===== src/rtl/burst_arbiter.sv =====
// Round-robin burst arbiter: ARGN stb/rdy requesters share one registered {index, data} stream.
// Optional stalled-burst release is enabled by defining BURST_ARBITER_TIMEOUT_EN.
module burst_arbiter #(
   parameter int ARGW = 16,
   parameter int ARGN = 2,
   parameter int TMO  = 256
) (
   input  logic                         clk,
   input  logic                         rst,
   input  logic [ARGN-1:0]              arg_stb,
   input  logic [ARGN-1:0]              arg_lst,
   input  logic [ARGN*ARGW-1:0]         arg_dat,
   output logic [ARGN-1:0]              arg_rdy,
   output logic                         res_stb,
   output logic                         res_lst,
   output logic [$clog2(ARGN)+ARGW-1:0] res_dat,
   input  logic                         res_rdy,
   output logic                         err
);

   localparam int IW = $clog2(ARGN);

   typedef enum logic [0:0] {
      ST_IDLE = 1'b0,
      ST_LOCK = 1'b1
   } state_t;

   state_t               state_q, state_d;
   logic [IW-1:0]        ptr_q, ptr_d;
   logic [IW-1:0]        own_q, own_d;
   logic                 res_stb_q, res_stb_d;
   logic                 res_lst_q, res_lst_d;
   logic [IW+ARGW-1:0]   res_dat_q, res_dat_d;
   logic                 err_d;

   logic [IW-1:0]        srch_idx_s;
   logic                 srch_hit_s;
   logic [IW-1:0]        gnt_s;
   logic                 gnt_vld_s;
   logic                 gnt_lst_s;
   logic [ARGW-1:0]      gnt_dat_s;
   logic                 can_load_s;
   logic                 acc_s;

   if (ARGN < 2 || TMO < 1) begin : g_param_chk
      $error("burst_arbiter: ARGN must be >= 2 and TMO >= 1");
   end

   // base and off are both below ARGN, so one conditional subtract wraps correctly
   function automatic logic [IW-1:0] wrap_inc(input logic [IW-1:0] base, input logic [31:0] off);
      logic [31:0] sum;
      sum = 32'(base) + off;
      if (sum >= 32'(ARGN)) begin
         sum = sum - 32'(ARGN);
      end else begin
         sum = sum;
      end
      return IW'(sum);
   endfunction

   // Round-robin search: scan from the highest offset down so the nearest strobe wins
   always_comb begin
      srch_idx_s = ptr_q;
      srch_hit_s = 1'b0;
      for (int i = ARGN - 1; i >= 0; i--) begin
         if (arg_stb[wrap_inc(ptr_q, 32'(i))]) begin
            srch_hit_s = 1'b1;
            srch_idx_s = wrap_inc(ptr_q, 32'(i));
         end else begin
            srch_hit_s = srch_hit_s;
         end
      end
   end

   // Grantee selection, handshake qualification and the selected beat's payload
   always_comb begin
      gnt_s     = srch_idx_s;
      gnt_vld_s = srch_hit_s;
      gnt_lst_s = 1'b0;
      gnt_dat_s = '0;
      if (state_q == ST_LOCK) begin
         gnt_s     = own_q;
         gnt_vld_s = arg_stb[own_q];
      end else begin
         gnt_s     = srch_idx_s;
         gnt_vld_s = srch_hit_s;
      end
      for (int n = 0; n < ARGN; n++) begin
         if (gnt_s == IW'(n)) begin
            gnt_lst_s = arg_lst[n];
            gnt_dat_s = arg_dat[n*ARGW +: ARGW];
         end else begin
            gnt_lst_s = gnt_lst_s;
         end
      end
      can_load_s = ~res_stb_q | res_rdy;
      acc_s      = gnt_vld_s & can_load_s & rst;
      if (acc_s) begin
         arg_rdy = ARGN'(1) << gnt_s;
      end else begin
         arg_rdy = '0;
      end
   end

`ifdef BURST_ARBITER_TIMEOUT_EN
   localparam int CW = $clog2(TMO + 1);
   logic [CW-1:0] cnt_q, cnt_d;
   logic          err_q;
`endif

   // Next-state: burst lock/unlock, pointer advance, output register load/clear
   always_comb begin
      state_d   = state_q;
      ptr_d     = ptr_q;
      own_d     = own_q;
      res_stb_d = res_stb_q;
      res_lst_d = res_lst_q;
      res_dat_d = res_dat_q;
      err_d     = 1'b0;
`ifdef BURST_ARBITER_TIMEOUT_EN
      cnt_d     = cnt_q;
`endif
      if (acc_s) begin
         res_stb_d = 1'b1;
         res_lst_d = gnt_lst_s;
         res_dat_d = {gnt_s, gnt_dat_s};
         if (gnt_lst_s) begin
            state_d = ST_IDLE;
            ptr_d   = wrap_inc(gnt_s, 32'd1);
         end else begin
            state_d = ST_LOCK;
            own_d   = gnt_s;
         end
      end else if (res_rdy) begin
         res_stb_d = 1'b0;
      end else begin
         res_stb_d = res_stb_q;
      end
`ifdef BURST_ARBITER_TIMEOUT_EN
      // Only owner silence counts; a stalled-by-backpressure owner keeps its lock
      if ((state_q == ST_LOCK) && !acc_s && !arg_stb[own_q]) begin
         if (cnt_q == CW'(TMO - 1)) begin
            state_d = ST_IDLE;
            ptr_d   = wrap_inc(own_q, 32'd1);
            cnt_d   = '0;
            err_d   = 1'b1;
         end else begin
            cnt_d = cnt_q + CW'(1);
         end
      end else if (acc_s || (state_q == ST_IDLE)) begin
         cnt_d = '0;
      end else begin
         cnt_d = cnt_q;
      end
`endif
   end

   // Arbiter state and output register
   always_ff @(posedge clk) begin
      if (!rst) begin
         state_q   <= ST_IDLE;
         ptr_q     <= '0;
         own_q     <= '0;
         res_stb_q <= 1'b0;
         res_lst_q <= 1'b0;
         res_dat_q <= '0;
      end else begin
         state_q   <= state_d;
         ptr_q     <= ptr_d;
         own_q     <= own_d;
         res_stb_q <= res_stb_d;
         res_lst_q <= res_lst_d;
         res_dat_q <= res_dat_d;
      end
   end

`ifdef BURST_ARBITER_TIMEOUT_EN
   // Stall counter and release pulse
   always_ff @(posedge clk) begin
      if (!rst) begin
         cnt_q <= '0;
         err_q <= 1'b0;
      end else begin
         cnt_q <= cnt_d;
         err_q <= err_d;
      end
   end

   assign err = err_q;
`else
   logic unused_s;
   assign unused_s = err_d;
   assign err      = 1'b0;
`endif

   assign res_stb = res_stb_q;
   assign res_lst = res_lst_q;
   assign res_dat = res_dat_q;

endmodule


===== config.mk =====
export PLATFORM = sky130hd
export DESIGN_NAME = burst_arbiter
export DESIGN_NICKNAME = d
export VERILOG_FILES = /design/src/rtl/burst_arbiter.sv
export SDC_FILE = /design/constraint.sdc
export NUM_CORES = 1
export LEC_CHECK = 0
export CORE_MARGIN = 3
export CORE_UTILIZATION = 23
export DETAILED_ROUTE_END_ITERATION = 8
export PLACE_DENSITY = 0.65
export SYNTH_ARGS = -nofsm -noshare
export SYNTH_HDL_FRONTEND = slang
export SYNTH_SLANG_ARGS = --single-unit

===== constraint.sdc =====
create_clock -name clk -period 2.22 [get_ports clk]
set_clock_uncertainty 0.15 [all_clocks]
set_input_delay 0.444 -clock clk [delete_from_list [all_inputs] [get_ports clk]]
set_output_delay 0.444 -clock clk [all_outputs]
set_load 0.1 [all_outputs]

==> results of run 1 <==
-- power by group --
part,internal (mW),total [mW],switching (mW)
Combinational,0.214,0.653,0.440
Clock,0.128,0.257,0.129
Sequential,0.438,0.465,0.0269
-- cell families after synthesis --
| family | share of synthesized area (%) |
|---|---|
| compound gates | 43.9 |
| flops | 41.9 |
| simple gates | 6.54 |
| buf+inv | 6.42 |
| mux | 0.951 |
| other cells | 0.356 |
-- critical path, cell delays in order (launching register included) --
cell	delay, ns
dfxtp_2	0.33
mux2i_2	0.14
a2111o_1	0.42
buf_4	0.17
nor2_4	0.09
buf_12	0.18
-- metal layers --
layer	vias to the layer above	global-route usage, %	wire (um)
li1	643	-	-
met1	570	19.0	1680
met2	36	22.0	1800
met3	5	3.69	221
met4	0	2.41	22
met5	-	0	0
-- final timing paths --
kind	startpoint	to	slack, ns	depth (start not counted)
max reg2reg	own_q	res_lst	0.39	6
min reg2reg	ptr_q	ptr_q	0.36	2
max	own_q	arg_rdy[1]	0.02	5
min	ptr_q	ptr_q	0.36	2
-- registers in the layout (all words and copies together), names as in the netlist --
signal / flops
state_q: 1
res_stb: 1
ptr_q: 1
own_q: 1
res_lst: 1
res_dat: 17
-- final cells by class --
| class | instances | area (um2) | share of cell area, % |
|---|---|---|---|
| Clock buffer | 4 | 45.0 | 2.41 |
| Inverter | 3 | 11.3 | 0.602 |
| Multi-Input combinational cell | 97 | 593 | 31.7 |
| Sequential cell | 22 | 447 | 23.9 |
| Tap cell | 50 | 62.6 | 3.34 |
| Timing Repair Buffer | 79 | 713 | 38.1 |
-- Yosys cell counts, types with 2 or more instances --
cell type / number / area, um2
a31oi_1: 17 / 106
a21oi_1: 20 / 100
clkbuf_1: 6 / 22.5
nand2_1: 2 / 7.51
buf_4: 2 / 15.0
dfxtp_1: 22 / 440
inv_1: 3 / 11.3
nor2b_1: 2 / 12.5
nor2_1: 7 / 26.3
buf_2: 3 / 15.0
o21ai_0: 34 / 170
-- metrics by stage --
stage               area, um2  setup TNS (ns)  setup WS, ns  total power, mW
floorplan                1080          -0.227        -0.188            0.898
global placement         1810           -4.45        -0.376             1.12
detailed placement       1810           -5.07        -0.403             1.12
CTS                      1860         -0.0586       -0.0577             1.38
global route             1870         -0.0906       -0.0491             1.44
finish                   1870               0        0.0181             1.37
-- repair_timing --
action,4_1_cts,5_1_grt
hold endpoints to repair,0,0
setup endpoints to repair,2,2
gates resized for setup,11,3
hold buffers,0,0
cloned,0,0
pin swaps,2,2
==> impl_metrics.toml, run 1 <==
[global_route]
grt_pass1_wl_um = 5880
grt_start_max_net_pins = 23
grt_use_total_pct = 13.9
antenna_found_initial = 0
grt_pass1_vias = 1217
overflow = 0

[sta]
whs_ns = 0.362
rsz0062_at_grt = "yes"
worst_slew_pin_slew_ns = 0.622
drv_slew = 0
fin_crit_sh_pct = 99.2
setup_viol = 0
hold_viol_final = 0
fin_crit_ns = 2.20
fmax_ghz = 0.454
slew_headroom_pct = 58.4

[clock_network]
cts_setup_buffers = 0
cts.htree.levels = 1
cts_tree = "done"
clock_path_buffers = 2
clk-insertion-delay-late_ns = 0.26
root_buffer = "clkbuf_8"
clkTransAtPathRegs_ns = 0.08
cts_buffers = 3
cts_sinks = 22

[critical_path]
startpoint_type = "flop"
cp_max_fo = 2
worstSetupPathType = "flop to primary output"
worstPathRequired_ns = 1.63
cp-end-kind = "primary output"
arrival_ns = 1.61

[power_and_ir_drop]
power_density_nw_per_um2 = 735
vdd_drop_max_mv = 0.432
leakagePower_nw = 0.740

[detailed_routing]
drc = 0
first_iter_violations = 115
via_per_inst = 4.92
wl_um = 3730
antenna_left = 0
vias = 1254
wl_per_cell_um = 14.6
drt-pass1-iter-count = 7

[synthesis]
synthesis.area_um2 = 1050
ys_async_sr_fraction_pct = 0
synth_nets = 173
synth_cell_types = 27
avgSynthCellArea_um2 = 7.85
seq_area_frac_synth_pct = 41.9
yosys_register_bits = 22
synth-main-ff-cell = "dfxtp_1"
synth_edf_count = 0
syn_inst = 134
yosys_warnings = 0

[die]
ios = 61
core-area_um2 = 4200
die_height_um = 73.6
start_util_pct = 25.0
die_w_um = 73.6
dieArea_um2 = 5420
row_count = 23

[hold_path]
hold_class = "flop to flop"

[finish]
final_util_pct = 44.6
drive_above_1_share_pct = 28.3
fillers = 439
area_delta_synth_final_pct = 77.9
final_common_cell = "buf_4"
mostFrequentLayoutCells = "buf_4, o21ai_0, clkdlybuf4s50_1"
diodes = 0
nNetsFinal = 245
fin_cells = 255

[placed_design]
portBuffers = 59
dp.cells = 251
dp_hpwl_um = 2660
gp_congestion = 0.841

[job]
drv_cap = 0

[run_status]
outcome = "finished clean"
Power figures use the tool's default switching activity.
==> inputs of run 2 (changes only) <==
- CTS_CLUSTER_DIAMETER: unset -> 30
==> results of run 2 <==
Same layout as run 1: the final DEF is identical, and so are final timing and power.
==> inputs of run 3 (changes only) <==
- SLEW_MARGIN: unset -> 15
- clock period: 2.22 -> 2.1 ns (I/O delays scaled with it)
==> run 3 against run 2 <==
The flow now finishes with violations (setup timing). Register-to-register slack got worse by 0.15 ns. Core utilization is 1.6 points higher. Die area unchanged. Non-clock buffer count grew 8. Clock power increased by 21%. Final cell count increased by 3.1%. Critical path depth did not move. Sequential cell count stayed put. Critical path type unchanged. Critical endpoint unchanged. Largest power group unchanged.
==> impl_metrics.toml, run 3 (same netlist as run 1, synthesis figures left out) <==
[run_status]
outcome = "complete, but fails checks"
violations = "setup timing"

[clock_network]
clkTransAtPathRegs_ns = 0.08
clock_path_buffers = 2
root_buffer = "clkbuf_8"
cts_sinks = 22
cts_buffers = 3
clk-insertion-delay-late_ns = 0.26
cts.htree.levels = 1
cts_tree = "done"

[critical_path]
worstSetupPathType = "flop to primary output"
worstPathRequired_ns = 1.53
startpoint_type = "flop"
cp-end-kind = "primary output"
arrival_ns = 1.62
cp_max_fo = 3

[power_and_ir_drop]
leakagePower_nw = 0.792
finalPower_mw = 1.51
power_density_nw_per_um2 = 779
vdd_drop_max_mv = 0.378

[sta]
rsz0062_at_grt = "yes"
worst_slack_ns = -0.0935
fin_crit_ns = 2.19
fmax_ghz = 0.456
setup_viol = 2
drv_slew = 0
hold_viol_final = 0
fin_crit_sh_pct = 104

[die]
row_count = 23
die_w_um = 73.6
core-area_um2 = 4200
start_util_pct = 25.0
die_height_um = 73.6
dieArea_um2 = 5420
ios = 61

[finish]
nNetsFinal = 253
mostFrequentLayoutCells = "buf_4, o21ai_0, clkdlybuf4s50_1"
fillers = 423
final_common_cell = "buf_4"
fin_cells = 263
final_area_um2 = 1940
largest_register_ffs = 17
diodes = 0
area_delta_synth_final_pct = 84.4
drive_above_1_share_pct = 29.6

[placed_design]
placed_cell_area_um2 = 1860
gp_congestion = 0.831
dp.cells = 257
portBuffers = 59
dp_hpwl_um = 2830

[detailed_routing]
antenna_left = 0
drc = 0
first_iter_violations = 81
via_per_inst = 5.01
vias = 1318
wl_met2_um = 1850
met1_length_um = 1610
met3_wirelength_um = 267
wl_um = 3790
drt-pass1-iter-count = 4
dr.max_layer_used = "met4"
wl_per_cell_um = 14.4

[global_route]
grt_start_max_net_pins = 23
grt_pass1_vias = 1293
overflow = 0
antenna_found_initial = 0
grt_pass1_wl_um = 6220
grt_use_total_pct = 14.6

[hold_path]
hold_class = "flop to flop"

[job]
drv_cap = 0
==> run 3: cell types whose count changed in the layout (fill, tap and decap cells not counted), sizes merged <==
cell and delta:
buf +8
==> run 3: final timing paths <==
kind               from         end  slack (ns)  cells after the start
hold reg to reg   ptr_q       ptr_q        0.36                      2
setup reg to reg  own_q  res_dat[4]        0.24                      7
setup / recovery  own_q  arg_rdy[1]       -0.09                      5
hold / removal    ptr_q       ptr_q        0.36                      2
==> run 3: cell type report <==
type / instances / area, um2 / area share, %
inverters: 3 / 11.3 / 0.580
well taps: 50 / 62.6 / 3.22
clock buffers: 4 / 55.1 / 2.84
flip-flops and latches: 22 / 445 / 23.0
multi-input cells: 97 / 592 / 30.5
repair buffers: 87 / 774 / 39.9
==> run 3: power by group <==
group / switching [mW] / internal, mW
combinational: 0.469 / 0.242
clock: 0.144 / 0.167
sequential: 0.0278 / 0.462
==> run 3: metrics by stage <==
stage	setup slack [ns]	hold slack (ns)	TNS (ns)	utilization [%]
2_1_floorplan	-0.259	0.312	-0.458	-
3_3_place_gp	-0.450	0.328	-4.88	44.4
3_5_place_dp	-0.444	0.334	-5.00	44.4
4_1_cts	-0.102	0.361	-0.185	46.2
5_1_grt	-0.153	0.402	-0.295	46.2
6_report	-0.0935	0.363	-0.161	46.2
==> run 3: what timing repair did <==
item,in CTS,in global routing
hold buffers,0,0
endpoints found under the setup margin,3,2
pin swaps,3,0
setup buffers,2,0
resized for setup,9,0
==> run 3: critical path, cell delays in order, from the launching register on <==
cell and delay [ns]:
dfxtp_2 0.34, mux2i_2 0.15, a2111o_1 0.45, buf_6 0.16, nor2_4 0.09, buf_12 0.18
==> run 3: routing by layer <==
layer  vias to the layer above  global-route usage, %
met5                         -                      0
li1                        657                      -
met3                         6                   3.15
met4                         0                   4.43
met1                       608                   19.3
met2                        47                   23.6
